--- src/rtl/muldiv_unit.sv ---
// Iterative 32x32 multiply/divide unit with HI/LO registers.
// Fixed 33-edge latency; radix-2 shift-add multiply and restoring divide on magnitudes.
module muldiv_unit (
   input  logic        clk,
   input  logic        reset,
   input  logic        start,
   input  logic [1:0]  op,
   input  logic [31:0] a,
   input  logic [31:0] b,
   input  logic        wlo,
   input  logic        whi,
   input  logic [31:0] wdata,
   output logic        busy,
   output logic        done,
   output logic [31:0] lo,
   output logic [31:0] hi
);

   typedef enum logic {IDLE, RUN} state_t;

   state_t      state_q, state_d;
   logic [5:0]  cnt_q, cnt_d;
   logic        is_div_q, is_div_d;
   logic        neg_q, neg_d;     // product / quotient sign
   logic        rneg_q, rneg_d;   // remainder sign
   logic [31:0] opnd_q, opnd_d;
   logic [63:0] acc_q, acc_d;
   logic [31:0] lo_q, lo_d, hi_q, hi_d;
   logic        done_q, done_d;

   logic        signed_op;
   logic [31:0] abs_a, abs_b;
   logic [32:0] sum, rsh, rdiff;
   logic        ge;
   logic [63:0] prod;
   logic [31:0] quo, rem;

   always_comb begin
      state_d  = state_q;
      cnt_d    = cnt_q;
      is_div_d = is_div_q;
      neg_d    = neg_q;
      rneg_d   = rneg_q;
      opnd_d   = opnd_q;
      acc_d    = acc_q;
      lo_d     = lo_q;
      hi_d     = hi_q;
      done_d   = 1'b0;

      signed_op = op[0];
      abs_a = (signed_op && a[31]) ? (~a + 32'd1) : a;
      abs_b = (signed_op && b[31]) ? (~b + 32'd1) : b;

      sum   = {1'b0, acc_q[63:32]} + (acc_q[0] ? {1'b0, opnd_q} : 33'd0);
      rsh   = {acc_q[63:32], acc_q[31]};
      ge    = (rsh >= {1'b0, opnd_q});
      rdiff = rsh - {1'b0, opnd_q};

      prod = neg_q  ? (~acc_q + 64'd1)         : acc_q;
      quo  = neg_q  ? (~acc_q[31:0] + 32'd1)   : acc_q[31:0];
      rem  = rneg_q ? (~acc_q[63:32] + 32'd1)  : acc_q[63:32];

      case (state_q)
         IDLE: begin
            if (start) begin
               state_d  = RUN;
               cnt_d    = 6'd0;
               is_div_d = op[1];
               if (op[1]) begin
                  // A zero divisor keeps the all-ones quotient unnegated.
                  neg_d  = signed_op && (a[31] ^ b[31]) && (b != 32'd0);
                  rneg_d = signed_op && a[31];
                  opnd_d = abs_b;
                  acc_d  = {32'd0, abs_a};
               end else begin
                  neg_d  = signed_op && (a[31] ^ b[31]);
                  rneg_d = 1'b0;
                  opnd_d = abs_a;
                  acc_d  = {32'd0, abs_b};
               end
            end else begin
               if (wlo) lo_d = wdata;
               if (whi) hi_d = wdata;
            end
         end
         RUN: begin
            if (cnt_q == 6'd32) begin
               state_d = IDLE;
               done_d  = 1'b1;
               if (is_div_q) begin
                  lo_d = quo;
                  hi_d = rem;
               end else begin
                  lo_d = prod[31:0];
                  hi_d = prod[63:32];
               end
            end else begin
               cnt_d = cnt_q + 6'd1;
               if (is_div_q) begin
                  if (ge) acc_d = {rdiff[31:0], acc_q[30:0], 1'b1};
                  else    acc_d = {rsh[31:0],   acc_q[30:0], 1'b0};
               end else begin
                  acc_d = {sum, acc_q[31:1]};
               end
            end
         end
         default: state_d = IDLE;
      endcase
   end

   always_ff @(posedge clk or posedge reset) begin
      if (reset) begin
         state_q  <= IDLE;
         cnt_q    <= 6'd0;
         is_div_q <= 1'b0;
         neg_q    <= 1'b0;
         rneg_q   <= 1'b0;
         opnd_q   <= 32'd0;
         acc_q    <= 64'd0;
         lo_q     <= 32'd0;
         hi_q     <= 32'd0;
         done_q   <= 1'b0;
      end else begin
         state_q  <= state_d;
         cnt_q    <= cnt_d;
         is_div_q <= is_div_d;
         neg_q    <= neg_d;
         rneg_q   <= rneg_d;
         opnd_q   <= opnd_d;
         acc_q    <= acc_d;
         lo_q     <= lo_d;
         hi_q     <= hi_d;
         done_q   <= done_d;
      end
   end

   assign busy = (state_q == RUN);
   assign done = done_q;
   assign lo   = lo_q;
   assign hi   = hi_q;

endmodule

--- config.mk ---
export PLATFORM = sky130hd
export DESIGN_NAME = muldiv_unit
export DESIGN_NICKNAME = d
export VERILOG_FILES = /design/src/rtl/muldiv_unit.sv
export SDC_FILE = /design/constraint.sdc
export NUM_CORES = 1
export LEC_CHECK = 0
export CAP_MARGIN = 20
export CELL_PAD_IN_SITES_DETAIL_PLACEMENT = 0
export CELL_PAD_IN_SITES_GLOBAL_PLACEMENT = 2
export CORE_UTILIZATION = 34
export DETAILED_ROUTE_END_ITERATION = 10
export PLACE_DENSITY_LB_ADDON = 0.1
export SKIP_LAST_GASP = 1
export SYNTH_ARGS = -nofsm -noshare
export SYNTH_HDL_FRONTEND = slang
export SYNTH_SLANG_ARGS = --single-unit
export TNS_END_PERCENT = 20
--- constraint.sdc ---
create_clock -name clk -period 7.7 [get_ports clk]
set_input_delay 1.54 -clock clk [delete_from_list [all_inputs] [get_ports clk]]
set_output_delay 1.54 -clock clk [all_outputs]
set_load 0.02 [all_outputs]
Word-level counts from Yosys, hierarchy flattened
Cells that the tools add are included.
Widths: inputs -> output; s select.
Word-level totals
  output and inout bits: 66
  input bits: 103
  bits in registers: 171
Operators by class
  $lt $le $gt $ge: 1
  reductions and logical operators: 9
  eq/ne operators: 7
  bitwise logic cells: 7
  $add $sub $neg: 8
  multiplexer cells: 33
Operator list (count)
  $mux 32: 15
  $mux 64: 5
  $add 32x1->32 const B: 4
  $not 32->32: 4
  $pmux 32 s2: 2
  $pmux 64 s2: 1
  $add 64x1->64 const B: 1
  $not 64->64: 1
  $add 32x32->33: 1
  $ge 33x32->1: 1
  $reduce_bool 32->1: 1
  $sub 32x32->32: 1
  $mux 6: 2
  $pmux 6 s2: 1
  $ne 2x2->1 const B: 5
  $add 6x1->6 const B: 1
  $eq 6x6->1 const B: 1
  $mux 1: 6
  $reduce_and 3->1: 2
  $logic_and 1x1->1: 4
  $reduce_and 2->1: 2
  $ne 2x1->1 const B: 1
  $pmux 1 s2: 1
  $not 1->1: 1
  $xor 1x1->1: 1

Depth between registers and ports, before layout
Gate-level depths: netlist of the first run.
  depth in word-level cells: 6
  mapped depth: 14
  gate-level depth less buffers: 13

Worst setup path before layout of the first run
Ideal clock, no wire load.
  path kind: input port to flip-flop
  start point: in a[4]
  end point: reg acc_q[23]
  library setup time: 0.077 ns
  arrival time: 3.641 ns
  slack: 3.982 ns
  buffers on the path: 0
  stages: 8
  data required time: 7.623 ns
  cell sequence: nor4_1 > nand3_1 > nor3b_1 > nand2_1 > o41ai_1 > xor2_1 > a211o_1 > a21oi_1
On the way
  longest elaborated chain between the ends: 6
Ends and longest elaborated chain
  start: declaration: line 8  | input logic [31:0] a,
  $not 32->32: line 51  | abs_a = (signed_op && a[31]) ? (~a + 32'd1) : a;
  $add 32x1->32: line 51
  $mux 32: line 51
  $mux 32: line 69  | if (op[1]) begin
  $mux 64: line 65  | if (start) begin
  $pmux 64 s2: line 63  | case (state_q)
  end signal: assignment: line 119  | acc_q <= 64'd0;
  end signal: assignment: line 130  | acc_q <= acc_d;
  end: declaration: line 27  | logic [63:0] acc_q, acc_d;
No other way between the ends. The select of a mux whose other input is x is not followed.
A chain may end at the register's enable or synchronous reset.

Worst setup path after layout of the first run
  start point: in a[4]
  end point: reg opnd_q[23]
On the way
  longest elaborated chain between the ends: 4
Ends and longest elaborated chain
  $not 32->32: line 51
  $add 32x1->32: line 51
  $mux 32: line 51
  $mux 32: line 69
  end signal: assignment: line 129  | opnd_q <= opnd_d;
  end: declaration: line 26  | logic [31:0] opnd_q, opnd_d;
No other way between the ends.

==> results of run 1 <==
[worst paths after layout]
path	slack (ns)	startpoint	end	cells past startpoint
max reg2reg	3.56	acc_q[0]	acc_q[60]	13
max	3.20	a[4]	opnd_q[23]	10
min in group asynchronous	1.55	reset	lo[11]	2
min	0.48	lo[15]	lo[15]	1
min reg2reg	0.48	lo[15]	lo[15]	1
max in group asynchronous	4.87	reset	hi[20]	3
[where the power goes]
part / internal, mW / switching (mW)
Combinational: 2.54 / 3.81
Clock: 0.497 / 0.413
Sequential: 1.38 / 0.654
[layout make-up]
| type | instances | area (sq um) | share of cell area (%) |
|---|---|---|---|
| repair buffers | 186 | 1810 | 10.5 |
| clock inverters | 11 | 134 | 0.773 |
| well taps | 539 | 674 | 3.89 |
| diodes | 1 | 2.50 | 0.0144 |
| inverters | 63 | 241 | 1.39 |
| flip-flops and latches | 171 | 4280 | 24.7 |
| clock buffers | 19 | 453 | 2.62 |
| multi-input cells | 1531 | 9720 | 56.1 |
[flip-flops by register name, indices dropped and copies added, names as in the netlist]
| register | flops |
|---|---|
| opnd_q | 32 |
| neg_q | 1 |
| is_div_q | 1 |
| lo | 32 |
| rneg_q | 1 |
| acc_q | 64 |
| cnt_q | 6 |
| done | 1 |
| busy | 1 |
| hi | 32 |
[metal layers]
layer,global-route usage [%],vias to the layer above
met2,40.6,387
met1,38.3,6850
met4,7.51,0
met5,0,-
li1,-,6962
met3,2.90,47
[cell usage after synthesis (all sizes together), types with 9 or more instances]
library cell	instances	area (sq um)
o41ai	12	113
and2	10	62.6
a21oi	184	921
nand3	35	175
nand4	17	106
a211oi	49	373
inv	62	233
a21o	47	353
nand2b	15	93.8
nor4	21	131
o21bai	9	67.6
and3	18	113
nor2	195	732
xnor2	76	666
o21ai	198	995
o221ai	11	96.3
nor2b	15	93.8
nand2	187	702
a31oi	16	100
o21a	11	82.6
ha	70	876
mux2	26	293
xor2	93	815
clkbuf	100	377
nor3	30	150
dfrtp	171	4280
mux2i	28	280
or3	16	105
o211ai	15	113
or4	12	93.8
buf	12	46.3
a22oi	16	120
o31ai	22	184
[cells by family after synthesis]
logic type,after synthesis,synth area share [%]
buffers and inverters,175,4.51
AO/OA/AOI/OAI,646,27.4
XOR/XNOR,169,10.1
AND/OR/NAND/NOR,590,18.5
flip-flops,171,29.3
adder cells (fa/ha/maj),72,6.26
multiplexers,54,3.92
==> results.txt, run 1 <==
run status = complete, no violations
CP Class = in2reg
delay-heaviest family, CP = simple AND/OR/NAND/NOR gates
Root Driver = clkbuf_16
Final Critical Period = 4.50 ns
Final Util = 41.1%
RSZ-0062 raised after global routing = no
maxcap violations = 0
clock buffer depth = 2
Pwr Total = 9.30 mW
max_slew headroom = 26.4%
final setup margin = 3.20 ns
commonest non-fill, non-tap cell in the layout = nor2_1
CP Launch Type = primary input
vias per cell = 5.65
placed cell count = 2490
TritonCTS buffer count = 17
Top FF cell, synth = dfrtp_1
Slew Limit Fails = 0
sequential share of the synthesized area = 29.3%
Seq cells post-synth = 171
Crit path required time = 8.01 ns
Cell variety after synth = 72
synthesis-to-layout area growth = 18.4%
worst-margin pin slew = 1.10 ns
Async SR Flop Fraction = 100%
post-cts repair resize count = 0
number of synthesized flops with an enable pin = 0
final worst path period share = 58.4%
die width = 209 um
final hold vios = 0
Clock Skews = 0.00971 ns
num ports = 169
port bufs = 168
crit-path cells = clkdlybuf4s50_1 > nor4_1 > nand3_1 > nor3b_1 > nand2_1 > o41ai_1 > xor2_1 > nor2_1 > a21oi_1 > o21ai_0
GPL Wtd Cong = 0.887
Critical-path top delay cell = nor3b_1
hold buffer count at CTS = 0
grt ovf = 0
Core Box Area = 42100 sq um
# Post-CTS Setup Buffers = 0
synthesized cell area = 14600 sq um
worst stage delay on the critical path = 0.68 ns
die height = 209 um
H-tree levels = 4
number of global-route vias before repair = 13.8k
Worst setup EP type = flop
Final setup viols = 0
leading cell types in the layout, fill and taps excluded = nor2_1 (194), o21ai_0 (193), nand2_1 (186), a21oi_1 (184), dfrtp_1 (169)
Worst Path Max Fanout = 5
metal3 WL = 2440 um
power density over cell area = 537 nW/um^2
total track usage = 26.2%
drt drc = 0
drt first pass iters = 5
via count = 14.2k
num rows = 75
Syn Nets = 2052
WL met1 = 28200 um
clk sinks = 171
Post-Layout Cell Count = 2521
Buf/Inv on CP = 1
Syn Inst Count = 1877
antenna violations before repair = 0
CP arrival = 4.81 ns
clock latency at the later pin of the worst-skew pair = 0.46 ns
synth warn = 0
worst min path class = reg2reg
top sig layer = met4
Lkg Pwr = 7.33 nW
hold slack = 0.477 ns
VDD IR-drop max = 0.000268 V
setup TNS = 0 ns
Total Wirelength = 57000 um
design area = 17300 sq um
first-pass GRT wire length = 86900 um
CTS clk-pin slew, worst paths = 0.07 ns
initial core utilization = 34.7%
met2 WL = 25200 um
Post-Syn Area per Cell = 7.79 sq um
largest net degree at the start of global routing = 97
die area = 43800 sq um
final net count = 2145
ANT nets after route = 0
CTS tree = built
DP Area = 16700 sq um
DR iter-0 viols = 1121
pre-CTS WS = 2.84 ns
dpl hpwl = 44500 um
maximum clock frequency = 0.222 GHz
layout cells sized above 1 = 4.85%
# fillers = 4314
Routed WL per cell = 22.6 um
Note: power is estimated with default switching activity, not from simulation.
==> run 2, diff against run 1 <==
- clock period: 7.7 -> 4.41 ns (I/O delays scaled with it)
==> results.txt, run 2 (synthesized netlist as in run 1, its figures left out) <==
Pwr Total = 16.7 mW (was 9.30 mW)
Final Critical Period = 3.90 ns
worst min path class = reg2reg (unchanged)
num ports = 169 (unchanged)
hold buffer count at CTS = 0 (unchanged)
Total Wirelength = 57700 um (was 57000 um)
max FFs per register = 64 (unchanged)
total track usage = 26.3% (was 26.2%)
DR iter-0 viols = 960 (was 1121)
antenna violations before repair = 0 (unchanged)
clk sinks = 171 (unchanged)
R2R cell count = 13 (unchanged)
Final setup viols = 0 (unchanged)
CP Class = reg2reg (was in2reg)
clock latency at the later pin of the worst-skew pair = 0.46 ns (about the same)
Worst Path Max Fanout = 18 (was 5)
via count = 14.3k (was 14.2k)
maxcap violations = 0 (unchanged)
H-tree levels = 4 (unchanged)
R2R setup slack = 0.51 ns (was 3.56 ns)
num rows = 75 (unchanged)
leading cell types in the layout, fill and taps excluded = o21ai_0 (193), nor2_1 (193), nand2_1 (186), a21oi_1 (184), dfrtp_1 (169) (was nor2_1 (194), o21ai_0 (193), nand2_1 (186), a21oi_1 (184), dfrtp_1 (169))
final worst path period share = 88.4%
CP arrival = 4.29 ns (was 4.81 ns)
drt drc = 0 (unchanged)
largest net degree at the start of global routing = 89 (was 97)
# Post-CTS Setup Buffers = 0 (unchanged)
VDD IR-drop max = 0.000505 V (was 0.000268 V)
setup TNS = 0 ns (unchanged)
CTS clk-pin slew, worst paths = 0.08 ns (was 0.07 ns)
initial core utilization = 34.7% (unchanged)
grt ovf = 0 (unchanged)
die height = 209 um (unchanged)
worst-margin pin slew = 1.02 ns (was 1.10 ns)
Lkg Pwr = 7.47 nW (was 7.33 nW)
drt first pass iters = 5 (unchanged)
vias per cell = 5.64 (was 5.65)
Crit path required time = 4.80 ns (was 8.01 ns)
crit path from = acc_q[0] (was a[4])
TritonCTS buffer count = 17 (unchanged)
dpl hpwl = 45400 um (was 44500 um)
die area = 43800 sq um (unchanged)
run status = complete, no violations (unchanged)
ANT nets after route = 0 (unchanged)
CP Launch Type = flop (was primary input)
post-cts repair resize count = 0 (unchanged)
number of global-route vias before repair = 13.7k (was 13.8k)
die width = 209 um (unchanged)
GPL Wtd Cong = 0.902 (was 0.887)
first-pass GRT wire length = 87000 um (was 86900 um)
Slew Limit Fails = 0 (unchanged)
power density over cell area = 947 nW/um^2 (was 537 nW/um^2)
Reg-to-Reg Start = acc_q[0] (unchanged)
RSZ-0062 raised after global routing = no (unchanged)
Worst R2R End = acc_q[60] (unchanged)
Biggest register = acc_q (unchanged)
Antenna Cells = 0 (was 1)
final net count = 2163 (was 2145)
layout cells sized above 1 = 5.85% (was 4.85%)
Routed WL per cell = 22.7 um (was 22.6 um)
CTS tree = built (unchanged)
port bufs = 168 (unchanged)
Worst Setup EP = acc_q[60] (was opnd_q[23])
Worst setup EP type = flop (unchanged)
Root Driver = clkbuf_16 (unchanged)
clock buffer depth = 2 (unchanged)
Clock Skews = 0.0107 ns (was 0.00971 ns)
final hold vios = 0 (unchanged)
Core Box Area = 42100 sq um (unchanged)
synthesis-to-layout area growth = 20.3% (was 18.4%)
maximum clock frequency = 0.257 GHz
max_slew headroom = 31.8% (was 26.4%)
[run 2: cell types whose count changed in the layout (fill, tap and decap cells not counted), moves of 2 or more]
cell / previous run / this run
buf_12: 0 / 4
buf_4: 18 / 32
bufinv_16: 2 / 4
clkinv_8: 0 / 2
inv_8: 1 / 3
[run 2: worst min path at each step]
stage / start / slack (ns) / endpoint / depth (start not counted)
3_5_place_dp: lo[11] / 0.47 / lo[11] / 1
4_1_cts: lo[11] / 0.48 / lo[11] / 1
3_3_place_gp: lo[30] / 0.46 / lo[30] / 2
5_1_grt: lo[15] / 0.49 / lo[15] / 1
6_report: lo[11] / 0.48 / lo[11] / 1
2_1_floorplan: opnd_q[12] / 0.45 / opnd_q[12] / 2
[run 2: per-stage QoR]
| step | cells | instance area, sq um | util (%) | setup WS [ns] | hold WS [ns] |
|---|---|---|---|---|---|
| 2_1_floorplan | 1877 | 14600 | - | 1.22 | 0.450 |
| 3_3_place_gp | 2508 | 16900 | 40.1 | 0.555 | 0.461 |
| 3_5_place_dp | 2508 | 16900 | 40.1 | 0.553 | 0.466 |
| 4_1_cts | 2540 | 17600 | 41.7 | 0.646 | 0.483 |
| 5_1_grt | 2540 | 17600 | 41.7 | 0.362 | 0.492 |
| 6_report | 2540 | 17600 | 41.7 | 0.514 | 0.480 |
[run 2: final cells by class]
class	instances	area, sq um
Tap cell	539	674
Fill cell	4367	24500
Timing Repair Buffer	204	2000
Inverter	63	240
Clock inverter	14	229
Sequential cell	171	4280
Clock buffer	18	439
Multi-Input combinational cell	1531	9720
[run 2: worst max-delay path, cell delays in order, from the launching register on]
cell,delay (ns)
dfrtp_1,0.38
inv_1,0.21
buf_12,0.19
nor2_1,0.07
ha_1,0.46
and3_1,0.28
nand4_1,0.15
nor2_1,0.36
o21ai_0,0.19
o21bai_1,0.40
nand4_1,0.23
mux2i_1,0.17
o41ai_1,0.52
a311o_1,0.19
[run 2: power by group]
group	internal (mW)	switching, mW
logic	4.57	6.80
clock network	0.992	0.777
registers	2.41	1.10
[run 2: routing by layer]
metal / part of all wire, % / global-route usage [%]
met3: 4.3 / 3.25
met5: 0 / 0
met2: 45 / 41.7
met1: 49 / 37.6
met4: 2.0 / 7.15
